===== src/rtl/core_clock_pkg.sv =====
// Shared types and constants for the core clock request controller.
package core_clock_pkg;

  typedef enum logic [1:0] {
    RUN   = 2'd0,
    DRAIN = 2'd1,
    SLEEP = 2'd2,
    WAKE  = 2'd3
  } core_clock_state_t;

  localparam int CORE_CLOCK_CW = 8;

endpackage


===== src/rtl/core_clock_hold_ctr.sv =====
// Loadable down-counter that saturates at zero; clear beats load beats decrement.
module core_clock_hold_ctr
  import core_clock_pkg::*;
#(
  parameter logic [CORE_CLOCK_CW-1:0] RST_VAL = '0
) (
  input  logic                     clk_i,
  input  logic                     rst_i,
  input  logic                     clr_i,
  input  logic                     load_i,
  input  logic [CORE_CLOCK_CW-1:0] load_val_i,
  output logic                     zero_o
);

  logic [CORE_CLOCK_CW-1:0] cnt_q, cnt_d;

  always_comb begin
    cnt_d = cnt_q;
    if (clr_i) begin
      cnt_d = '0;
    end else if (load_i) begin
      cnt_d = load_val_i;
    end else if (cnt_q != '0) begin
      cnt_d = cnt_q - CORE_CLOCK_CW'(1);
    end
  end

  always_ff @(posedge clk_i) begin
    if (rst_i) begin
      cnt_q <= RST_VAL;
    end else begin
      cnt_q <= cnt_d;
    end
  end

  assign zero_o = (cnt_q == '0);

endmodule


===== src/rtl/core_clock_req.sv =====
// Core clock request controller: WFI sleep/wake handshake, memory-drain interlock
// and multiplier clock hysteresis, with all requests registered from the next state.
module core_clock_req
  import core_clock_pkg::*;
#(
  parameter logic        CLK_GATE_EN  = 1'b1,
  parameter int unsigned DRAIN_CYCLES = 4,
  parameter int unsigned MUL_HOLD     = 8
) (
  input  logic f_clk,
  input  logic g_reset,
  input  logic sleep_req,
  input  logic mem_idle,
  input  logic irq_pending,
  input  logic dbg_req,
  input  logic rf_act,
  input  logic mul_act,
  output logic sleep_ack,
  output logic wake,
  output logic g_clk_req,
  output logic g_clk_rf_req,
  output logic g_clk_mul_req
);

  localparam logic [CORE_CLOCK_CW-1:0] DRAIN_LD = CORE_CLOCK_CW'(DRAIN_CYCLES - 1);
  localparam logic [CORE_CLOCK_CW-1:0] MUL_LD   = CORE_CLOCK_CW'(MUL_HOLD - 1);

  core_clock_state_t state_q, state_d;
  logic wake_src, awake_d, drain_load, drain_zero, mul_zero;
  logic sleep_ack_q, wake_q, clk_req_q, rf_req_q, mul_req_q;

  assign wake_src   = irq_pending | dbg_req;
  assign awake_d    = (state_d != SLEEP);
  assign drain_load = (state_q == RUN) && (state_d == DRAIN);

  always_comb begin
    state_d = state_q;
    unique case (state_q)
      RUN:   if (sleep_req && !wake_src && !mul_act) state_d = DRAIN;
      // Abort wins over completion so a late interrupt never stops the clock.
      DRAIN: if (wake_src || !sleep_req)            state_d = RUN;
             else if (drain_zero && mem_idle)       state_d = SLEEP;
      SLEEP: if (wake_src)                          state_d = WAKE;
      WAKE:  if (!sleep_req)                        state_d = RUN;
      default:                                      state_d = RUN;
    endcase
  end

  core_clock_hold_ctr #(.RST_VAL('0)) u_drain_ctr (
    .clk_i      (f_clk),
    .rst_i      (g_reset),
    .clr_i      (1'b0),
    .load_i     (drain_load),
    .load_val_i (DRAIN_LD),
    .zero_o     (drain_zero)
  );

  // Reset value keeps the multiplier clocked long enough for its own reset.
  core_clock_hold_ctr #(.RST_VAL(MUL_LD)) u_mul_ctr (
    .clk_i      (f_clk),
    .rst_i      (g_reset),
    .clr_i      (state_q == SLEEP),
    .load_i     (mul_act),
    .load_val_i (MUL_LD),
    .zero_o     (mul_zero)
  );

  always_ff @(posedge f_clk) begin
    if (g_reset) begin
      state_q     <= RUN;
      sleep_ack_q <= 1'b0;
      wake_q      <= 1'b0;
      clk_req_q   <= 1'b1;
      rf_req_q    <= 1'b1;
      mul_req_q   <= 1'b1;
    end else begin
      state_q     <= state_d;
      sleep_ack_q <= (state_d == SLEEP);
      wake_q      <= (state_d == WAKE);
      clk_req_q   <= !CLK_GATE_EN || awake_d;
      rf_req_q    <= !CLK_GATE_EN || (awake_d && (rf_act || state_d == WAKE));
      mul_req_q   <= !CLK_GATE_EN || (awake_d && (mul_act || !mul_zero));
    end
  end

  assign sleep_ack     = sleep_ack_q;
  assign wake          = wake_q;
  assign g_clk_req     = clk_req_q;
  assign g_clk_rf_req  = rf_req_q;
  assign g_clk_mul_req = mul_req_q;

endmodule

===== config.mk =====
export PLATFORM = sky130hd
export DESIGN_NAME = core_clock_req
export DESIGN_NICKNAME = d
export VERILOG_FILES = /design/src/rtl/core_clock_pkg.sv /design/src/rtl/core_clock_hold_ctr.sv /design/src/rtl/core_clock_req.sv
export SDC_FILE = /design/constraint.sdc
export NUM_CORES = 1
export LEC_CHECK = 0
export ABC_AREA = 0
export CORE_UTILIZATION = 45
export CTS_CLUSTER_DIAMETER = 200
export CTS_CLUSTER_SIZE = 30
export DETAILED_ROUTE_END_ITERATION = 12
export PLACE_DENSITY = 0.67
export SLEW_MARGIN = 20
export SYNTH_ARGS = -nofsm -noshare
export SYNTH_HDL_FRONTEND = slang
export SYNTH_SLANG_ARGS = --single-unit

===== constraint.sdc =====
create_clock -name f_clk -period 5.4 [get_ports f_clk]
set_input_delay 1.62 -clock f_clk [delete_from_list [all_inputs] [get_ports f_clk]]
set_output_delay 1.62 -clock f_clk [all_outputs]
set_load 0.01 [all_outputs]

==> results of run 1 <==
[worst reg2reg max path: stages, from the launching register on]
cell and delay (ns):
dfxtp_1 0.41, inv_1 0.06, ha_1 0.24, inv_1 0.12
nor4_4 0.08, or4_1 0.60, nor2_1 0.16
[layer usage]
layer | vias up | wire length (um)
met2 | 12 | 803
met4 | 0 | 9
met1 | 349 | 813
li1 | 402 | -
met3 | 2 | 47
met5 | - | 0
[cells by family after synthesis]
group / after synthesis / synth area share [%]
AOI/OAI and AO/OA: 16 / 10.9
xor gates and xnor gates: 12 / 9.98
adders and majority gates: 3 / 3.56
buffers and inverters: 7 / 2.49
DFF: 23 / 43.7
muxes: 1 / 0.950
and+or+nand+nor: 47 / 28.4
[final cells by class]
type / instances / area (um^2)
Multi-Input combinational cell: 79 / 567
Clock buffer: 4 / 26.3
Inverter: 6 / 22.5
Sequential cell: 23 / 460
Timing Repair Buffer: 12 / 120
Fill cell: 204 / 981
Tap cell: 28 / 35.0
[placed cells by master, fill, tap and decap left out, drive strengths merged, types with 5 or more instances in the layout]
cell / instances
a21oi: 5
clkdlybuf4s50: 12
dfxtp: 23
inv: 6
nand2: 5
nand2b: 5
nor2: 13
o21ai: 6
xnor2: 8
[cells in the mapped netlist, drive strengths merged, types with 2 or more instances]
library cell / count / share of area [%]
a21o: 2 / 1.4
a21oi: 5 / 2.4
dfxtp: 23 / 44
ha: 3 / 3.6
inv: 6 / 2.1
nand2: 5 / 1.8
nand2b: 5 / 3.0
nand3: 2 / 0.95
nor2: 13 / 4.6
nor2b: 3 / 2.0
nor3: 2 / 0.95
nor4: 4 / 4.4
o21ai: 6 / 3.2
o31ai: 2 / 1.4
or2: 2 / 1.4
or3: 2 / 1.7
or4: 2 / 1.8
xnor2: 8 / 6.7
xor2: 4 / 3.3
[worst paths after layout]
path / to / slack, ns / depth (start not counted)
max: sleep_ack / 2.34 / 6
min: u_drain_ctr.cnt_q[3] / 0.52 / 2
max reg2reg: u_mul_ctr.cnt_q[4] / 3.68 / 6
min reg2reg: u_drain_ctr.cnt_q[3] / 0.52 / 2
[sequential cells by signal (all words and copies together) (netlist names)]
register           count
g_clk_req              1
u_drain_ctr.cnt_q      8
sleep_ack              1
wake                   1
state_q                2
g_clk_mul_req          1
g_clk_rf_req           1
u_mul_ctr.cnt_q        8
[per-stage QoR]
step                utilization, %  cell area, um^2  setup WS (ns)  hold slack (ns)
floorplan                        -             1050           2.53            0.472
global placement              54.5             1200           2.06            0.486
detailed placement            54.5             1200           2.02            0.495
CTS                           55.7             1230           2.34            0.515
global route                  55.7             1230           2.26            0.542
finish                        55.7             1230           2.34            0.519
[power groups by stage]
stage / clock (uW) / sequential, uW / combinational (uW)
6_report: 74.5 / 227 / 170
5_1_grt: 86.1 / 231 / 195
4_1_cts: 79.0 / 228 / 172
3_5_place_dp: 0 / 231 / 171
3_3_place_gp: 0 / 230 / 166
2_1_floorplan: 0 / 226 / 139
==> results by group, run 1 <==
Status
  – Run status: complete, no violations

Timing
  – Number of setup violations in the final report: 0
  – Setup tns final: 0 ns
  – Worst Max-Slew Pin Slew: 0.510 ns
  – Worst Skew: 0.00623 ns
  – Final period utilization: 56.7%
  – Final number of max-transition violations: 0
  – Achievable clock frequency: around 0.33 GHz
  – Final hold viol count: 0
  – Worst slew margin relative to its limit: 65.7%
  – Unrepaired setup endpoints after global routing: false
  – Final critical path time including I/O delays and setup: 3.06 ns

Route
  – Drt first-iter violations: 9
  – Via density per instance: 5.03
  – Post-route antenna net violation count: 0
  – Routed wirelength normalized by instance count: 11.0 um
  – Via count: 765
  – DRC Markers: 0
  – Total wire length after detailed routing: 1.67 mm
  – 1st-pass router iterations: 4

Worst setup path
  – Startpoint type of the worst setup path: input pin
  – Type of element capturing the critical path: flop
  – Type of the worst setup path: in2reg
  – Data arrival time of the critical path: 3.30 ns
  – Crit Path Max Fanout: 4
  – Longest individual stage delay on the worst path: 0.52 ns
  – Slowest stage cell, crit path: or4b_4
  – Required @ worst endpoint: 5.64 ns
  – List of cells traversed by the critical path: clkdlybuf4s50_1, or4b_4, or2_4, o21ai_2, and2b_4, nor2b_2
  – Start point of the critical path: dbg_req
  – Kind of cell with the highest combined delay on the critical path: simple AND/OR/NAND/NOR gates
  – Number of buffer and inverter stages on the critical path: 1
  – RR Startpoint: u_mul_ctr.cnt_q[0]

CTS
  – Post-CTS sizing: 0
  – Clk slew on worst S/H paths: 0.12 ns
  – TritonCTS clock tree: done
  – Number of buffers inserted to repair setup after CTS: 0
  – Num CTS Buffers: 3
  – H-Tree Level Count: 1
  – CTS root buf: clkbuf_4
  – Number of hold buffers added after cts: 0
  – Max clock buf depth: 2
  – TritonCTS sink count: 23
  – Clock latency at the later pin of the worst-skew pair: ~0.29 ns

Pwr
  – Switching part of the total: 35.1%
  – Total power draw: 472 uW
  – Leak Pwr: between 0.0004 and 0.0005 uW
  – Clock network power share: around 16%
  – Max rail drop VDD: 308 uV
  – Cell internal pwr: 307 uW
  – Part of the total power dissipated in sequential elements: 48.1%
  – Switching power: 166 uW
  – Comb pwr share: 36.1%
  – Cell Pwr Density: 384 nW/um^2

Placed design
  – Routability congestion estimate: roughly 0.76
  – Placed wire-length estimate after detailed placement: about 1.3 mm
  – Buffers added on ports: 12
  – Placed cell count: 148

GRT
  – Met3 usage: roughly 3.6%
  – Most heavily used metal layer in global routing: met2
  – Maximum number of pins on one net before global-route repair: 13
  – Vias in the first global route: between 700 and 800
  – Initial antenna violation count: 0
  – Met1 global-route usage: 19.4%
  – GR Util met2: between 20% and 30%
  – GRT Util Overall: between 15 and 20%
  – First-pass GRT wire length: 3.09 mm
  – Global route total overflow: 0

Floorplan
  – Starting density of the core: 47.6%
  – Std cell rows: 17
  – Total Die Area: roughly 2500 um^2
  – Placeable core area: approximately 2200 um^2
  – Die W: 50.4 um
  – Die Span Y: 50.4 um
  – Count of pins on the block boundary: 13

Final layout
  – Final layout net count: 136
  – Growth of design area from synthesis to finish: 16.9%
  – Share of post-route cells with drive strength above 1: 12.1%
  – Diode count: 0
  – Count of non-filler cells in the finished layout: 152

Synth
  – Post-synthesis area per instance: slightly below 10 um^2
  – Count of synthesis-stage warnings from yosys: 0
  – Most used DFF post-synth: dfxtp_1
  – Instance count of the mapped netlist: 109
  – Synth async-reset ratio: 0%
  – Seq cells post-synth: 23
  – Count of flip-flops with a built-in enable after synthesis: 0
  – Synth cell types: 37
  – Cell area after synthesis: 1050 um^2
  – Net count after synthesis: 120
  – Sequential fraction of the synthesis area: approximately 44%

Min path
  – Hold crit path type: reg2reg
  – Min-Delay Startpoint: u_drain_ctr.cnt_q[3]

Flow run
  – Number of max-cap violations: 0
Power figures use the tool's default switching activity.
==> run 2, diff against run 1 <==
PLACE_DENSITY = 0.69   (was 0.67)
clock period = 2.8 ns   (was 5.4 ns; I/O delays follow)
==> run 2 against run 1 <==
Against the previous run:
- count of clock-buffer cells in the layout decreased by 1
- non-clock buffer count is 1 higher
- register-to-register slack got worse by 2.6 ns
- final cell count is 0.66% higher
- via count grew 4.2%
- worst setup slack lost 1.8 ns
- utilization grew 0.40 points
- clock power rose by 99%
- hold slack got worse by 0.0042 ns
==> results by group, run 2 (synthesis gave the netlist of run 1 again) <==
Worst setup path
  – Startpoint type of the worst setup path: input pin
  – Required @ worst endpoint: 3.06 ns (-2.58 ns)
  – Worst reg-to-reg path cell count: 6 (unchanged)
  – Type of the worst setup path: in2reg
  – Data arrival time of the critical path: 2.55 ns (-0.75 ns)
  – Crit Path Max Fanout: 5 (+1)
  – Type of element capturing the critical path: flop

Final layout
  – Share of post-route cells with drive strength above 1: 13.6% (+1.5 points)
  – Final layout net count: 137 (+0.74%)
  – Top library cells by usage in the layout, fill and taps aside: dfxtp_1, nor2_1, clkdlybuf4s50_1, xnor2_1, inv_1
  – Growth of design area from synthesis to finish: 17.7%
  – Total area of multi-input combinational cells: 567 um^2 (unchanged)
  – Sequential standard cell area: 460 um^2 (unchanged)
  – Commonest non-fill, non-tap cell in the layout: dfxtp_1
  – Leading registers by flop count: u_drain_ctr.cnt_q x8, u_mul_ctr.cnt_q x8, state_q x2
  – FILL cells: 213 (+4.4%)
  – Diode count: 0 (unchanged)

Floorplan
  – Std cell rows: 17 (unchanged)
  – Placeable core area: 2210 um^2 (unchanged)
  – Total Die Area: 2540 um^2 (unchanged)
  – Die W: 50.4 um (unchanged)
  – Die Span Y: 50.4 um (unchanged)
  – Count of pins on the block boundary: 13 (unchanged)
  – Starting density of the core: 47.6% (unchanged)

Timing
  – Final hold viol count: 0 (unchanged)
  – Final period utilization: 81.8%
  – Worst slew margin relative to its limit: 67.6% (+1.9 points)
  – Worst Skew: 0.00274 ns (-0.00348 ns)
  – Final critical path time including I/O delays and setup: 2.29 ns
  – Worst Max-Slew Pin Slew: 0.481 ns (-0.0284 ns)
  – Worst setup slack after layout: 0.511 ns (-1.83 ns)
  – Number of setup violations in the final report: 0 (unchanged)
  – Achievable clock frequency: 0.437 GHz
  – Final hold slack: 0.515 ns (-0.00417 ns)
  – Setup tns final: 0 ns (unchanged)
  – Unrepaired setup endpoints after global routing: false
  – Final number of max-transition violations: 0 (unchanged)

GRT
  – First-pass GRT wire length: 2.90 mm (-6.0%)
  – Vias in the first global route: 674 (-10%)
  – Global route total overflow: 0 (unchanged)
  – Initial antenna violation count: 0 (unchanged)
  – Maximum number of pins on one net before global-route repair: 14 (+1)
  – GRT Util Overall: 15.0% (-0.90 points)

CTS
  – Number of hold buffers added after cts: 0 (unchanged)
  – Num CTS Buffers: 3 (unchanged)
  – Clock latency at the later pin of the worst-skew pair: 0.30 ns (about the same)
  – H-Tree Level Count: 1 (unchanged)
  – CTS root buf: clkbuf_4
  – TritonCTS clock tree: done
  – Clk slew on worst S/H paths: 0.12 ns (about the same)
  – Post-CTS sizing: 0 (unchanged)
  – Max clock buf depth: 2 (unchanged)
  – TritonCTS sink count: 23 (unchanged)
  – Number of buffers inserted to repair setup after CTS: 0 (unchanged)

Route
  – 1st-pass router iterations: 4 (unchanged)
  – Total wire length after detailed routing: 1.72 mm (+2.7%)
  – DRC Markers: 0 (unchanged)
  – Via density per instance: 5.21 (+3.5%)
  – Drt first-iter violations: 12 (+3)
  – Post-route antenna net violation count: 0 (unchanged)
  – Routed wirelength normalized by instance count: 11.2 um (+2.0%)
  – Via count: 797 (+4.2%)

Status
  – Run status: complete, no violations

Pwr
  – Leak Pwr: 0.000461 uW (+1.7%)
  – Cell Pwr Density: 738 nW/um^2 (+92%)
  – Max rail drop VDD: 532 uV (+73%)

Min path
  – Hold crit path type: reg2reg
  – Hold Path Depth: 2 (unchanged)

Flow run
  – Number of max-cap violations: 0 (unchanged)

Placed design
  – Worst setup timing slack at the placement stage: 0.179 ns (-1.84 ns)
  – Routability congestion estimate: 0.788 (+3.9%)
  – Buffers added on ports: 12 (unchanged)
## run 2: worst paths after layout
path / startpoint / slack (ns) / end
setup / recovery: dbg_req / 0.51 / g_clk_rf_req
hold / removal: u_drain_ctr.cnt_q[3] / 0.52 / u_drain_ctr.cnt_q[3]
setup reg to reg: u_mul_ctr.cnt_q[0] / 1.10 / u_mul_ctr.cnt_q[4]
hold reg to reg: u_drain_ctr.cnt_q[3] / 0.52 / u_drain_ctr.cnt_q[3]
## run 2: final cells by class
cell class,count,share of cell area [%]
Tap cell,28,2.83
Timing Repair Buffer,13,10.3
Clock inverter,1,0.404
Inverter,6,1.82
Sequential cell,23,37.1
Multi-Input combinational cell,79,45.7
Clock buffer,3,1.82
## run 2: routing by layer
metal | up-vias | global-route usage (%) | share of wire (%)
met4 | 0 | 6.94 | 1.3
met5 | - | 0 | 0
met2 | 10 | 22.9 | 46
li1 | 406 | - | -
met3 | 2 | 3.03 | 3.0
met1 | 379 | 20.3 | 50
## run 2: worst max-delay path: stages
cell and delay [ns]:
clkdlybuf4s50_1 0.42, or4b_4 0.52, or2_4 0.26, o221ai_4 0.22, nand2b_1 0.17, a21o_1 0.12
## run 2: where the power goes
| part | internal, uW | switching (uW) | total, uW |
|---|---|---|---|
| Clock | 53.3 | 94.8 | 148 |
| Combinational | 151 | 175 | 326 |
| Sequential | 384 | 57.0 | 441 |
## run 2: metrics by stage
stage	std cells	area [um^2]	util, %	power [uW]
6_report	153	1240	56.1	916
5_1_grt	153	1240	56.1	980
4_1_cts	153	1240	56.1	924
3_5_place_dp	149	1210	54.8	773
3_3_place_gp	149	1210	54.8	765
2_1_floorplan	109	1050	-	704
==> run 3, diff against run 2 <==
clock period = 2.1 ns   (was 2.8 ns; I/O delays follow)
==> run 3 against run 2 <==
Against the previous run:
- clock skew is 0.0049 ns higher
- hold slack better by 0.016 ns
- final cell count is 2.6% higher
==> results by group, run 3 (synthesis gave the netlist of run 1 again) <==
Route
  – Drt first-iter violations: 11 (-1)
  – Via density per instance: 5.07 (-2.7%)
  – Post-route antenna net violation count: 0 (unchanged)
  – Routed wirelength normalized by instance count: 11.4 um (+1.6%)
  – 1st-pass router iterations: 4 (unchanged)
  – DRC Markers: 0 (unchanged)
  – Total wire length after detailed routing: 1.79 mm (+4.3%)
  – Via count: 796 (-0.13%)

Worst setup path
  – Worst reg-to-reg path cell count: 5 (-1)
  – Startpoint type of the worst setup path: input pin
  – Type of the worst setup path: in2reg
  – Crit Path Max Fanout: 4 (-1)
  – RR Startpoint: state_q[1]
  – Required @ worst endpoint: 2.35 ns (-0.71 ns)
  – Crit Reg-Reg Endpoint: sleep_ack
  – Type of element capturing the critical path: flop
  – Reg-to-reg setup timing slack: 0.40 ns (-0.70 ns)
  – Data arrival time of the critical path: 2.30 ns (-0.25 ns)

CTS
  – Clk slew on worst S/H paths: 0.13 ns (about the same)
  – TritonCTS sink count: 23 (unchanged)
  – H-Tree Level Count: 1 (unchanged)
  – Clock latency at the later pin of the worst-skew pair: 0.31 ns (about the same)
  – Max clock buf depth: 2 (unchanged)
  – Num CTS Buffers: 3 (unchanged)
  – TritonCTS clock tree: done
  – Number of buffers inserted to repair setup after CTS: 0 (unchanged)
  – CTS root buf: clkbuf_4
  – Number of hold buffers added after cts: 0 (unchanged)

Final layout
  – Sequential standard cell area: 460 um^2 (unchanged)
  – Growth of design area from synthesis to finish: 22.3%
  – FILL cells: 207 (-2.8%)
  – Commonest non-fill, non-tap cell in the layout: dfxtp_1
  – Final layout net count: 141 (+2.9%)
  – Top library cells by usage in the layout, fill and taps aside: dfxtp_1, nor2_1, clkdlybuf4s50_1, xnor2_1, inv_1
  – Share of post-route cells with drive strength above 1: 16.3% (+2.7 points)
  – Diode count: 0 (unchanged)
  – Post-route design area: 1290 um^2 (+3.9%)
  – Util after Layout: 58.3% (+2.2 points)
  – Total area of multi-input combinational cells: 582 um^2 (+2.6%)
  – Leading registers by flop count: u_drain_ctr.cnt_q x8, u_mul_ctr.cnt_q x8, state_q x2

GRT
  – First-pass GRT wire length: 3.03 mm (+4.3%)
  – Global route total overflow: 0 (unchanged)
  – Initial antenna violation count: 0 (unchanged)
  – GRT Util Overall: 16.0% (+0.94 points)
  – Vias in the first global route: 759 (+13%)
  – Maximum number of pins on one net before global-route repair: 13 (-1)

Pwr
  – Switching part of the total: 36.1% (+0.44 points)
  – Leak Pwr: 0.000498 uW (+8.0%)
  – Max rail drop VDD: 676 uV (+27%)
  – Cell internal pwr: 793 uW (+35%)
  – Clock network power share: 16.4% (+0.2 points)
  – Comb pwr share: 36.6% (+1.0 points)
  – Part of the total power dissipated in sequential elements: 47.1% (-1.1 points)
  – Cell Pwr Density: 963 nW/um^2 (+30%)
  – Switching power: 448 uW (+37%)

Timing
  – Worst Skew: 0.00764 ns (+0.00490 ns)
  – Worst Max-Slew Pin Slew: 0.425 ns (-0.0567 ns)
  – Final number of max-transition violations: 0 (unchanged)
  – Final period utilization: between 90% and 100%
  – Achievable clock frequency: 0.488 GHz
  – Final critical path time including I/O delays and setup: 2.05 ns
  – Setup tns final: 0 ns (unchanged)
  – Number of setup violations in the final report: 0 (unchanged)
  – Final hold viol count: 0 (unchanged)
  – Final hold slack: 0.531 ns (+0.0161 ns)
  – Worst setup slack after layout: 0.0501 ns (-0.461 ns)
  – Worst slew margin relative to its limit: 71.4% (+3.8 points)

Placed design
  – Placed wire-length estimate after detailed placement: 1.33 mm
  – Buffers added on ports: 12 (unchanged)
  – Placed cell area: 1240 um^2 (+2.5%)
  – Routability congestion estimate: 0.786 (-0.33%)
  – Worst setup timing slack at the placement stage: -0.273 ns (-0.452 ns)

Min path
  – Hold Path Depth: 2 (unchanged)
  – Min-Delay Startpoint: u_drain_ctr.cnt_q[3]
  – Sink of the worst hold path: u_drain_ctr.cnt_q[3]
  – Hold crit path type: reg2reg

Floorplan
  – Die Span Y: 50.4 um (unchanged)
  – Placeable core area: 2210 um^2 (unchanged)
  – Std cell rows: 17 (unchanged)
  – Total Die Area: 2540 um^2 (unchanged)
  – Count of pins on the block boundary: 13 (unchanged)
  – Starting density of the core: 47.6% (unchanged)
  – Die W: 50.4 um (unchanged)

Flow run
  – Number of max-cap violations: 0 (unchanged)

Status
  – Run status: complete, no violations
run 3: changes by cell type in the layout (fill, tap and decap cells not counted):
cell and change:
buf_4 +4, o21ai_2 -1, clkinv_2 -1, dlymetal6s2s_1 +2, clkbuf_1 +1, o21ai_4 +1
clkdlybuf4s50_1 -2, nand2b_1 -1, nand2b_4 +1
run 3: stage by stage:
step / instances / power [uW]
2_1_floorplan: 109 / 938
3_3_place_gp: 153 / 1030
3_5_place_dp: 153 / 1040
4_1_cts: 157 / 1240
5_1_grt: 157 / 1340
6_report: 157 / 1240
run 3: power by group through the flow:
stage	clock (uW)	sequential (uW)	combinational, uW
after floorplan	0	580	359
after global placement	0	593	435
after detailed placement	0	595	444
after CTS	206	585	449
after global routing	230	597	509
final	203	584	454
run 3: critical path, stage by stage:
cell,delay [ns]
clkdlybuf4s50_1,0.41
or4b_4,0.49
or2_4,0.29
o21ai_4,0.17
and2b_4,0.19
nor2b_2,0.11
run 3: final cells by class:
type,instances,share of cell area [%]
multi-input combinational,79,45.1
sequential,23,35.7
timing repair buffer,17,12.6
tap,28,2.72
clock buffer,4,2.04
inverter,6,1.75
run 3: worst max path at each step:
stage	start	endpoint	slack, ns	depth (start not counted)
5_1_grt	dbg_req	sleep_ack	-0.006	6
3_3_place_gp	dbg_req	sleep_ack	-0.25	6
4_1_cts	dbg_req	sleep_ack	0.05	6
6_report	dbg_req	sleep_ack	0.05	6
3_5_place_dp	dbg_req	g_clk_rf_req	-0.27	6
2_1_floorplan	dbg_req	g_clk_mul_req	0.22	5
run 3: layer usage:
metal | up-vias | wire length [um] | global-route usage (%) | part of all wire [%]
li1 | 412 | - | - | -
met1 | 370 | 902 | 19.7 | 50
met2 | 12 | 812 | 25.6 | 45
met3 | 2 | 60 | 3.94 | 3.3
met4 | 0 | 17 | 8.33 | 0.95
met5 | - | 0 | 0 | 0
run 3: repair_timing:
action | CTS | global route
endpoints found under the hold margin | 0 | 0
setup endpoints to repair | 0 | 4
resized for setup | 0 | 4
